===== config.mk =====
export PLATFORM = sky130hd
export DESIGN_NAME = id_ex_hazard_reg_flat
export DESIGN_NICKNAME = d
export VERILOG_FILES = /design/src/rtl/rv_pkg.sv /design/src/rtl/id_ex_hazard_reg_if.sv /design/src/rtl/hazard_scoreboard.sv /design/src/rtl/id_ex_hazard_reg.sv /design/src/flat_wrapper.sv
export SDC_FILE = /design/constraint.sdc
export NUM_CORES = 1
export LEC_CHECK = 0
export CAP_MARGIN = 15
export CORE_ASPECT_RATIO = 0.5
export CORE_UTILIZATION = 30
export CTS_CLUSTER_SIZE = 12
export DETAILED_ROUTE_END_ITERATION = 8
export PLACE_DENSITY_LB_ADDON = 0.15
export SKIP_CTS_REPAIR_TIMING = 1
export SLEW_MARGIN = 20
export SYNTH_ARGS = -nofsm -noshare
export SYNTH_HDL_FRONTEND = slang
export SYNTH_HIERARCHICAL = 1
export SYNTH_SLANG_ARGS = --single-unit

===== constraint.sdc =====
create_clock -name i_clk -period 5.6 [get_ports i_clk]
set_input_delay 1.12 -clock i_clk [delete_from_list [all_inputs] [get_ports i_clk]]
set_output_delay 1.12 -clock i_clk [all_outputs]
set_load 0.02 [all_outputs]

===== src/rtl/rv_pkg.sv =====
// Shared RV32I pipeline definitions.
//   - opcode constants for the base integer ISA
//   - ctrl_t: 15-bit decoded control bundle carried from ID into EX
//   - hist_t: one writer-history record {wr, rd}
//   - src_use(): which register sources an opcode reads
package rv_pkg;

    localparam logic [6:0] OPC_R      = 7'b0110011;
    localparam logic [6:0] OPC_LOAD   = 7'b0000011;
    localparam logic [6:0] OPC_OPIMM  = 7'b0010011;
    localparam logic [6:0] OPC_JALR   = 7'b1100111;
    localparam logic [6:0] OPC_STORE  = 7'b0100011;
    localparam logic [6:0] OPC_BRANCH = 7'b1100011;
    localparam logic [6:0] OPC_LUI    = 7'b0110111;
    localparam logic [6:0] OPC_AUIPC  = 7'b0010111;
    localparam logic [6:0] OPC_JAL    = 7'b1101111;

    typedef struct packed {
        logic       rd_wren;
        logic       mem_wren;
        logic       mem_rden;
        logic       op_a_sel;
        logic       insn_vld;
        logic       is_br;
        logic       wb_sel;
        logic [1:0] is_uncbr;
        logic [1:0] op_b_sel;
        logic [3:0] alu_op;
    } ctrl_t;

    localparam ctrl_t CTRL_BUBBLE = '0;

    typedef struct packed {
        logic       wr;
        logic [4:0] rd;
    } hist_t;

    // Returns {use_rs1, use_rs2}. LUI, AUIPC, JAL and unknown opcodes read nothing.
    function automatic logic [1:0] src_use(input logic [6:0] opcode);
        logic [1:0] u;
        u = 2'b00;
        case (opcode)
            OPC_R, OPC_BRANCH, OPC_STORE: u = 2'b11;
            OPC_LOAD, OPC_OPIMM, OPC_JALR: u = 2'b10;
            default: u = 2'b00;
        endcase
        return u;
    endfunction

endpackage


===== src/rtl/id_ex_hazard_reg_if.sv =====
// ID/EX boundary bundle.
//   slave  : the ID/EX register (consumes decode-stage values, produces EX values and stall)
//   master : the surrounding pipeline (drives decode-stage values and flush)
interface id_ex_hazard_reg_if
    import rv_pkg::*;
#(
    parameter int XLEN        = 32,
    parameter int STALL_CNT_W = 16
);
    logic                   i_id_vld;
    logic [XLEN-1:0]        i_id_pc;
    logic [31:0]            i_id_instr;
    ctrl_t                  i_id_ctrl;
    logic [XLEN-1:0]        i_id_rs1_data;
    logic [XLEN-1:0]        i_id_rs2_data;
    logic [XLEN-1:0]        i_id_imm;
    logic                   i_ex_flush;

    logic                   o_stall;
    logic                   o_ex_vld;
    logic [XLEN-1:0]        o_ex_pc;
    logic [31:0]            o_ex_instr;
    ctrl_t                  o_ex_ctrl;
    logic [XLEN-1:0]        o_ex_rs1_data;
    logic [XLEN-1:0]        o_ex_rs2_data;
    logic [XLEN-1:0]        o_ex_imm;
    logic [STALL_CNT_W-1:0] o_stall_cnt;

    modport slave (
        input  i_id_vld, i_id_pc, i_id_instr, i_id_ctrl,
               i_id_rs1_data, i_id_rs2_data, i_id_imm, i_ex_flush,
        output o_stall, o_ex_vld, o_ex_pc, o_ex_instr, o_ex_ctrl,
               o_ex_rs1_data, o_ex_rs2_data, o_ex_imm, o_stall_cnt
    );

    modport master (
        output i_id_vld, i_id_pc, i_id_instr, i_id_ctrl,
               i_id_rs1_data, i_id_rs2_data, i_id_imm, i_ex_flush,
        input  o_stall, o_ex_vld, o_ex_pc, o_ex_instr, o_ex_ctrl,
               o_ex_rs1_data, o_ex_rs2_data, o_ex_imm, o_stall_cnt
    );

endinterface


===== src/rtl/hazard_scoreboard.sv =====
// RAW hazard detection for a non-forwarding pipeline.
//   i_clk, i_rst_n     : clock, async active-low reset
//   i_rs1, i_rs2       : decode-stage source indices
//   i_use_rs1/rs2      : source actually read by the decode-stage opcode
//   i_ex_wr, i_ex_rd   : writer currently in EX
//   o_hazard           : some used nonzero source matches an in-flight writer
// MEM and WB records shift unconditionally; the register file is not
// write-through, so a WB writer still blocks the reader.
module hazard_scoreboard
    import rv_pkg::*;
(
    input  logic       i_clk,
    input  logic       i_rst_n,
    input  logic [4:0] i_rs1,
    input  logic [4:0] i_rs2,
    input  logic       i_use_rs1,
    input  logic       i_use_rs2,
    input  logic       i_ex_wr,
    input  logic [4:0] i_ex_rd,
    output logic       o_hazard
);

    hist_t ex_ent;
    hist_t mem_q;
    hist_t wb_q;

    assign ex_ent = '{wr: i_ex_wr, rd: i_ex_rd};

    always_ff @(posedge i_clk or negedge i_rst_n) begin
        if (!i_rst_n) begin
            mem_q <= '0;
            wb_q  <= '0;
        end else begin
            mem_q <= ex_ent;
            wb_q  <= mem_q;
        end
    end

    function automatic logic src_hit(input logic [4:0] rs, input logic use_rs,
                                     input hist_t e);
        return use_rs && (rs != 5'd0) && e.wr && (e.rd == rs);
    endfunction

    always_comb begin
        o_hazard = src_hit(i_rs1, i_use_rs1, ex_ent) || src_hit(i_rs1, i_use_rs1, mem_q)
                || src_hit(i_rs1, i_use_rs1, wb_q)   || src_hit(i_rs2, i_use_rs2, ex_ent)
                || src_hit(i_rs2, i_use_rs2, mem_q)  || src_hit(i_rs2, i_use_rs2, wb_q);
    end

endmodule


===== src/rtl/id_ex_hazard_reg.sv =====
// ID/EX pipeline register with RAW stall/bubble insertion.
//   i_clk, i_rst_n : clock, async active-low reset
//   bus (slave)    : decode-stage inputs and flush in; EX-stage copies,
//                    combinational stall and saturating stall count out
// Every edge EX either captures the decode-stage instruction or takes a
// bubble (flush, stall, or nothing valid in ID).
module id_ex_hazard_reg
    import rv_pkg::*;
#(
    parameter int XLEN        = 32,
    parameter int STALL_CNT_W = 16
) (
    input  logic         i_clk,
    input  logic         i_rst_n,
    id_ex_hazard_reg_if.slave bus
);

    logic                   ex_vld_q;
    logic [XLEN-1:0]        ex_pc_q;
    logic [31:0]            ex_instr_q;
    ctrl_t                  ex_ctrl_q;
    logic [XLEN-1:0]        ex_rs1_q;
    logic [XLEN-1:0]        ex_rs2_q;
    logic [XLEN-1:0]        ex_imm_q;
    logic [STALL_CNT_W-1:0] stall_cnt_q;

    logic [1:0] use_src;
    logic       hazard;
    logic       stall;
    logic       capture;

    assign use_src = src_use(bus.i_id_instr[6:0]);

    // An illegal instruction sits in EX with ex_vld_q low, so it never counts as a writer.
    hazard_scoreboard u_sb (
        .i_clk     (i_clk),
        .i_rst_n   (i_rst_n),
        .i_rs1     (bus.i_id_instr[19:15]),
        .i_rs2     (bus.i_id_instr[24:20]),
        .i_use_rs1 (use_src[1]),
        .i_use_rs2 (use_src[0]),
        .i_ex_wr   (ex_ctrl_q.rd_wren & ex_vld_q),
        .i_ex_rd   (ex_instr_q[11:7]),
        .o_hazard  (hazard)
    );

    // Flush wins: the decode-stage instruction is wrong-path, so there is nothing to hold.
    assign stall   = bus.i_id_vld & hazard & ~bus.i_ex_flush;
    assign capture = bus.i_id_vld & ~stall & ~bus.i_ex_flush;

    always_ff @(posedge i_clk or negedge i_rst_n) begin
        if (!i_rst_n) begin
            ex_vld_q   <= 1'b0;
            ex_pc_q    <= '0;
            ex_instr_q <= '0;
            ex_ctrl_q  <= CTRL_BUBBLE;
            ex_rs1_q   <= '0;
            ex_rs2_q   <= '0;
            ex_imm_q   <= '0;
        end else if (capture) begin
            ex_vld_q   <= bus.i_id_ctrl.insn_vld;
            ex_pc_q    <= bus.i_id_pc;
            ex_instr_q <= bus.i_id_instr;
            ex_ctrl_q  <= bus.i_id_ctrl;
            ex_rs1_q   <= bus.i_id_rs1_data;
            ex_rs2_q   <= bus.i_id_rs2_data;
            ex_imm_q   <= bus.i_id_imm;
        end else begin
            ex_vld_q   <= 1'b0;
            ex_pc_q    <= '0;
            ex_instr_q <= '0;
            ex_ctrl_q  <= CTRL_BUBBLE;
            ex_rs1_q   <= '0;
            ex_rs2_q   <= '0;
            ex_imm_q   <= '0;
        end
    end

    always_ff @(posedge i_clk or negedge i_rst_n) begin
        if (!i_rst_n) begin
            stall_cnt_q <= '0;
        end else if (stall && (stall_cnt_q != {STALL_CNT_W{1'b1}})) begin
            stall_cnt_q <= stall_cnt_q + STALL_CNT_W'(1);
        end
    end

    assign bus.o_stall       = stall;
    assign bus.o_ex_vld      = ex_vld_q;
    assign bus.o_ex_pc       = ex_pc_q;
    assign bus.o_ex_instr    = ex_instr_q;
    assign bus.o_ex_ctrl     = ex_ctrl_q;
    assign bus.o_ex_rs1_data = ex_rs1_q;
    assign bus.o_ex_rs2_data = ex_rs2_q;
    assign bus.o_ex_imm      = ex_imm_q;
    assign bus.o_stall_cnt   = stall_cnt_q;

endmodule

===== src/flat_wrapper.sv =====
// flat-port wrapper written by rule: the top's interface ports become plain ports
module id_ex_hazard_reg_flat import rv_pkg::*;
#(
    parameter int XLEN        = 32,
    parameter int STALL_CNT_W = 16
)
  (i_clk, i_rst_n, bus_i_id_vld, bus_i_id_pc, bus_i_id_instr, bus_i_id_ctrl, bus_i_id_rs1_data, bus_i_id_rs2_data, bus_i_id_imm, bus_i_ex_flush, bus_o_stall, bus_o_ex_vld, bus_o_ex_pc, bus_o_ex_instr, bus_o_ex_ctrl, bus_o_ex_rs1_data, bus_o_ex_rs2_data, bus_o_ex_imm, bus_o_stall_cnt);
  id_ex_hazard_reg_if #(.XLEN(XLEN), .STALL_CNT_W(STALL_CNT_W)) bus_i ();
  input  logic i_clk;
  input  logic i_rst_n;
  input wire logic [$bits(bus_i.i_id_vld)-1:0] bus_i_id_vld;
  input wire logic [$bits(bus_i.i_id_pc)-1:0] bus_i_id_pc;
  input wire logic [$bits(bus_i.i_id_instr)-1:0] bus_i_id_instr;
  input wire logic [$bits(bus_i.i_id_ctrl)-1:0] bus_i_id_ctrl;
  input wire logic [$bits(bus_i.i_id_rs1_data)-1:0] bus_i_id_rs1_data;
  input wire logic [$bits(bus_i.i_id_rs2_data)-1:0] bus_i_id_rs2_data;
  input wire logic [$bits(bus_i.i_id_imm)-1:0] bus_i_id_imm;
  input wire logic [$bits(bus_i.i_ex_flush)-1:0] bus_i_ex_flush;
  output wire logic [$bits(bus_i.o_stall)-1:0] bus_o_stall;
  output wire logic [$bits(bus_i.o_ex_vld)-1:0] bus_o_ex_vld;
  output wire logic [$bits(bus_i.o_ex_pc)-1:0] bus_o_ex_pc;
  output wire logic [$bits(bus_i.o_ex_instr)-1:0] bus_o_ex_instr;
  output wire logic [$bits(bus_i.o_ex_ctrl)-1:0] bus_o_ex_ctrl;
  output wire logic [$bits(bus_i.o_ex_rs1_data)-1:0] bus_o_ex_rs1_data;
  output wire logic [$bits(bus_i.o_ex_rs2_data)-1:0] bus_o_ex_rs2_data;
  output wire logic [$bits(bus_i.o_ex_imm)-1:0] bus_o_ex_imm;
  output wire logic [$bits(bus_i.o_stall_cnt)-1:0] bus_o_stall_cnt;
  assign bus_i.i_id_vld = bus_i_id_vld;
  assign bus_i.i_id_pc = bus_i_id_pc;
  assign bus_i.i_id_instr = bus_i_id_instr;
  assign bus_i.i_id_ctrl = bus_i_id_ctrl;
  assign bus_i.i_id_rs1_data = bus_i_id_rs1_data;
  assign bus_i.i_id_rs2_data = bus_i_id_rs2_data;
  assign bus_i.i_id_imm = bus_i_id_imm;
  assign bus_i.i_ex_flush = bus_i_ex_flush;
  assign bus_o_stall = bus_i.o_stall;
  assign bus_o_ex_vld = bus_i.o_ex_vld;
  assign bus_o_ex_pc = bus_i.o_ex_pc;
  assign bus_o_ex_instr = bus_i.o_ex_instr;
  assign bus_o_ex_ctrl = bus_i.o_ex_ctrl;
  assign bus_o_ex_rs1_data = bus_i.o_ex_rs1_data;
  assign bus_o_ex_rs2_data = bus_i.o_ex_rs2_data;
  assign bus_o_ex_imm = bus_i.o_ex_imm;
  assign bus_o_stall_cnt = bus_i.o_stall_cnt;
  id_ex_hazard_reg #(.XLEN(XLEN), .STALL_CNT_W(STALL_CNT_W)) u_core (.i_clk(i_clk), .i_rst_n(i_rst_n), .bus(bus_i));
endmodule

==> results.ini <==
[run_status]
status = complete, but fails checks
violations = design-rule violations

[synth]
synth_simple_gate_area_share_pct = 19.9
synthXorXnorAreaFrac_pct = 5.41
synth_top_family_by_area = simple AND/OR/NAND/NOR gates
muxShareOfSynthArea_pct = 0.211
synth-adder-area-share_pct = 0.176
syn-instance-count = 514
synth.distinct_cells = 35
avgSynthCellArea_um2 = 13.8
synth_compound_area_share_pct = 1.49
synth_fp_nets = 694
seq_area_frac_synth_pct = 71.4
synth.cell_area_um2 = 7120
yosysWarnings = 6
synth-seq-cells = 203

[worst_setup_path]
arrival_ns = 4.15
startpoint = bus_i_id_instr[3]
path_class = in -> out
endpoint = bus_o_stall
cp.required_ns = 4.48
startpoint_type = input port
r2r_start = u_core/bus.o_ex_instr[9]
endpoint_kind = output pin
r2r_end = u_core/bus.o_stall_cnt[14]
reg2reg_depth = 9
rrSetupSlack_ns = 2.84
critPathMaxFanout = 4

[clock_tree]
cts_buffers = 21
cts-root-buf = clkbuf_16
cts_num_sinks = 203
clk_pin_slew_ns = 0.06
clock_path_buffers = 3
cts_tree = built
clk_latency_ns = 0.50
htree_levels = 1

[die]
io_pins = 372
start_util_pct = 30.9
core_um2 = 23000
die_w_um = 220
die_area_um2 = 24400
die_h_um = 111
rows = 39

[pwr]
cellPowerDensity_nw_per_um2 = 273
ir_drop_uv = 152
leakagePower_nw = 5.28

[cells_and_area]
final_cell_area_um2 = 11800
area_growth_pct = 65.5
drive_above_1_share_pct = 4.45
instances_no_fill = 1205
fillers = 2064
diodes = 0
final_util_pct = 51.1
final_nets = 1071

[global_route]
grt_pass1_vias = 5305
grt-ovfl-total = 0
antenna_found_initial = 0
grt_max_degree = 156
grt_first_pass_wirelength_mm = 31.8
grt.total_usage_pct = 17.3

[drt]
detail_route.vias_per_cell = 4.17
detail-route-antenna-nets = 0
routedWlPerCell_um = 17.5
drt_iter0_drc = 199
first_pass_iters = 6
routed_wl_mm = 21.1
route.detailed.drc = 12
vias = 5029

[sta]
tns_ns = 0
grt_setup_unrepaired = no
slew_viol_final = 0
finalCritPeriodShare_pct = 94.1
skew_ns = 0.00987
clock.fmax_ghz = 0.190
hold_viol = 0
holdWs_ns = 0.391
finalSetupViolations = 0
tightest_slew_ns = 0.788
relSlewSlack_pct = 47.5
post-route-min-period_ns = 5.27

[place]
place_inst = 1175
place_area_um2 = 11200
numPortBuffers = 371
dp_hpwl_mm = 15.4
gp_congestion = 0.849

[min_path]
hp-class = reg -> reg
min_path_cells = 0

[run]
max_cap_viol_count = 0

[how the worst min path moves through the flow]
stage	to	slack (ns)	startpoint
2_1_floorplan	u_core/u_sb/wb_q[5]	0.35	u_core/u_sb/mem_q[5]
3_3_place_gp	u_core/u_sb/wb_q[5]	0.38	u_core/u_sb/mem_q[5]
3_5_place_dp	u_core/u_sb/wb_q[5]	0.38	u_core/u_sb/mem_q[5]
4_1_cts	u_core/u_sb/wb_q[5]	0.40	u_core/u_sb/mem_q[5]
5_1_grt	u_core/u_sb/wb_q[5]	0.41	u_core/u_sb/mem_q[5]
6_report	u_core/u_sb/wb_q[5]	0.39	u_core/u_sb/mem_q[5]
[registers in the layout (all words and copies together), names as in the netlist]
signal,flops
u_core/bus.o_ex_rs2_data,32
u_core/bus.o_ex_rs1_data,32
u_core/u_sb/mem_q,6
u_core/bus.o_stall_cnt,16
u_core/bus.o_ex_imm,32
u_core/bus.o_ex_pc,32
u_core/bus.o_ex_instr,32
u_core/bus.o_ex_ctrl,15
u_core/u_sb/wb_q,6
[report_power, final]
part           switching, mW  internal [mW]
Sequential            0.0194           1.52
Clock                  0.558          0.719
Combinational          0.171          0.225
[layout make-up]
class	instances	area [µm²]	area share, %
multi-input cells	286	1940	16.5
clock inverters	2	13.8	0.117
repair buffers	375	3760	31.9
well taps	307	384	3.26
flip-flops and latches	203	5080	43.1
clock buffers	28	582	4.94
inverters	4	15.0	0.128
[Yosys cell counts, drive strengths merged]
master / number / area share, %
a2111oi: 3 / 0.37
and2: 176 / 15
and4: 2 / 0.25
and3: 4 / 0.39
and3b: 1 / 0.12
dfrtp: 203 / 71
o41ai: 1 / 0.39
or4: 3 / 0.37
o21ai: 3 / 0.21
nand2: 8 / 0.42
o221ai: 1 / 0.12
nor3b: 1 / 0.11
inv: 4 / 0.21
nor3: 6 / 0.42
a31oi: 2 / 0.18
nand4b: 1 / 0.12
xor2: 29 / 3.6
nor2: 5 / 0.26
nand4: 4 / 0.44
o22a: 1 / 0.12
or3: 1 / 0.088
buf: 2 / 0.21
o21a: 1 / 0.11
nand3b: 1 / 0.11
mux2: 1 / 0.21
nand3: 8 / 0.63
xnor2: 15 / 1.8
nor4: 7 / 0.70
clkbuf: 19 / 1.0
ha: 1 / 0.18
[metal layers]
metal | GRT usage [%] | vias up | share of wire (%)
li1 | - | 2375 | -
met1 | 20.0 | 2487 | 38
met2 | 31.2 | 136 | 54
met3 | 5.10 | 31 | 5.9
met4 | 4.51 | 0 | 2.4
met5 | 0 | - | 0
[critical path, cell delays in order]
cell and delay [ns]:
clkdlybuf4s50_1 0.42, nand3b_1 0.19, a2111oi_0 0.63, o21ai_1 0.21, nor4_1 0.32, o21ai_1 0.08, o221ai_1 0.17, and3b_1 0.34
clkdlybuf4s50_1 0.67
[kinds of logic after synthesis]
kind of cell	count (synthesis)
simple gates	228
flops	203
xor+xnor	44
buf+inv	25
compound gates	12
mux	1
fa+ha+maj	1
[placed cells by master, fill, tap and decap left out, types with 5 or more instances in the layout]
cell	instances
xor2_1	29
clkbuf_16	21
nor3_1	6
nand2_1	8
nand3_1	7
nor2_1	5
nor4_1	6
xnor2_1	15
and2_1	176
dfrtp_1	203
clkdlybuf4s50_1	370
[metrics by stage]
| step | total power [mW] | worst slack (ns) |
|---|---|---|
| final | 3.21 | 0.331 |
| after global routing | 3.35 | 0.179 |
| after CTS | 3.27 | 0.403 |
| after detailed placement | 1.97 | 0.415 |
| after global placement | 1.96 | 0.373 |
| after floorplan | 1.69 | 2.00 |
No activity file was read; power rests on OpenSTA's default activity.
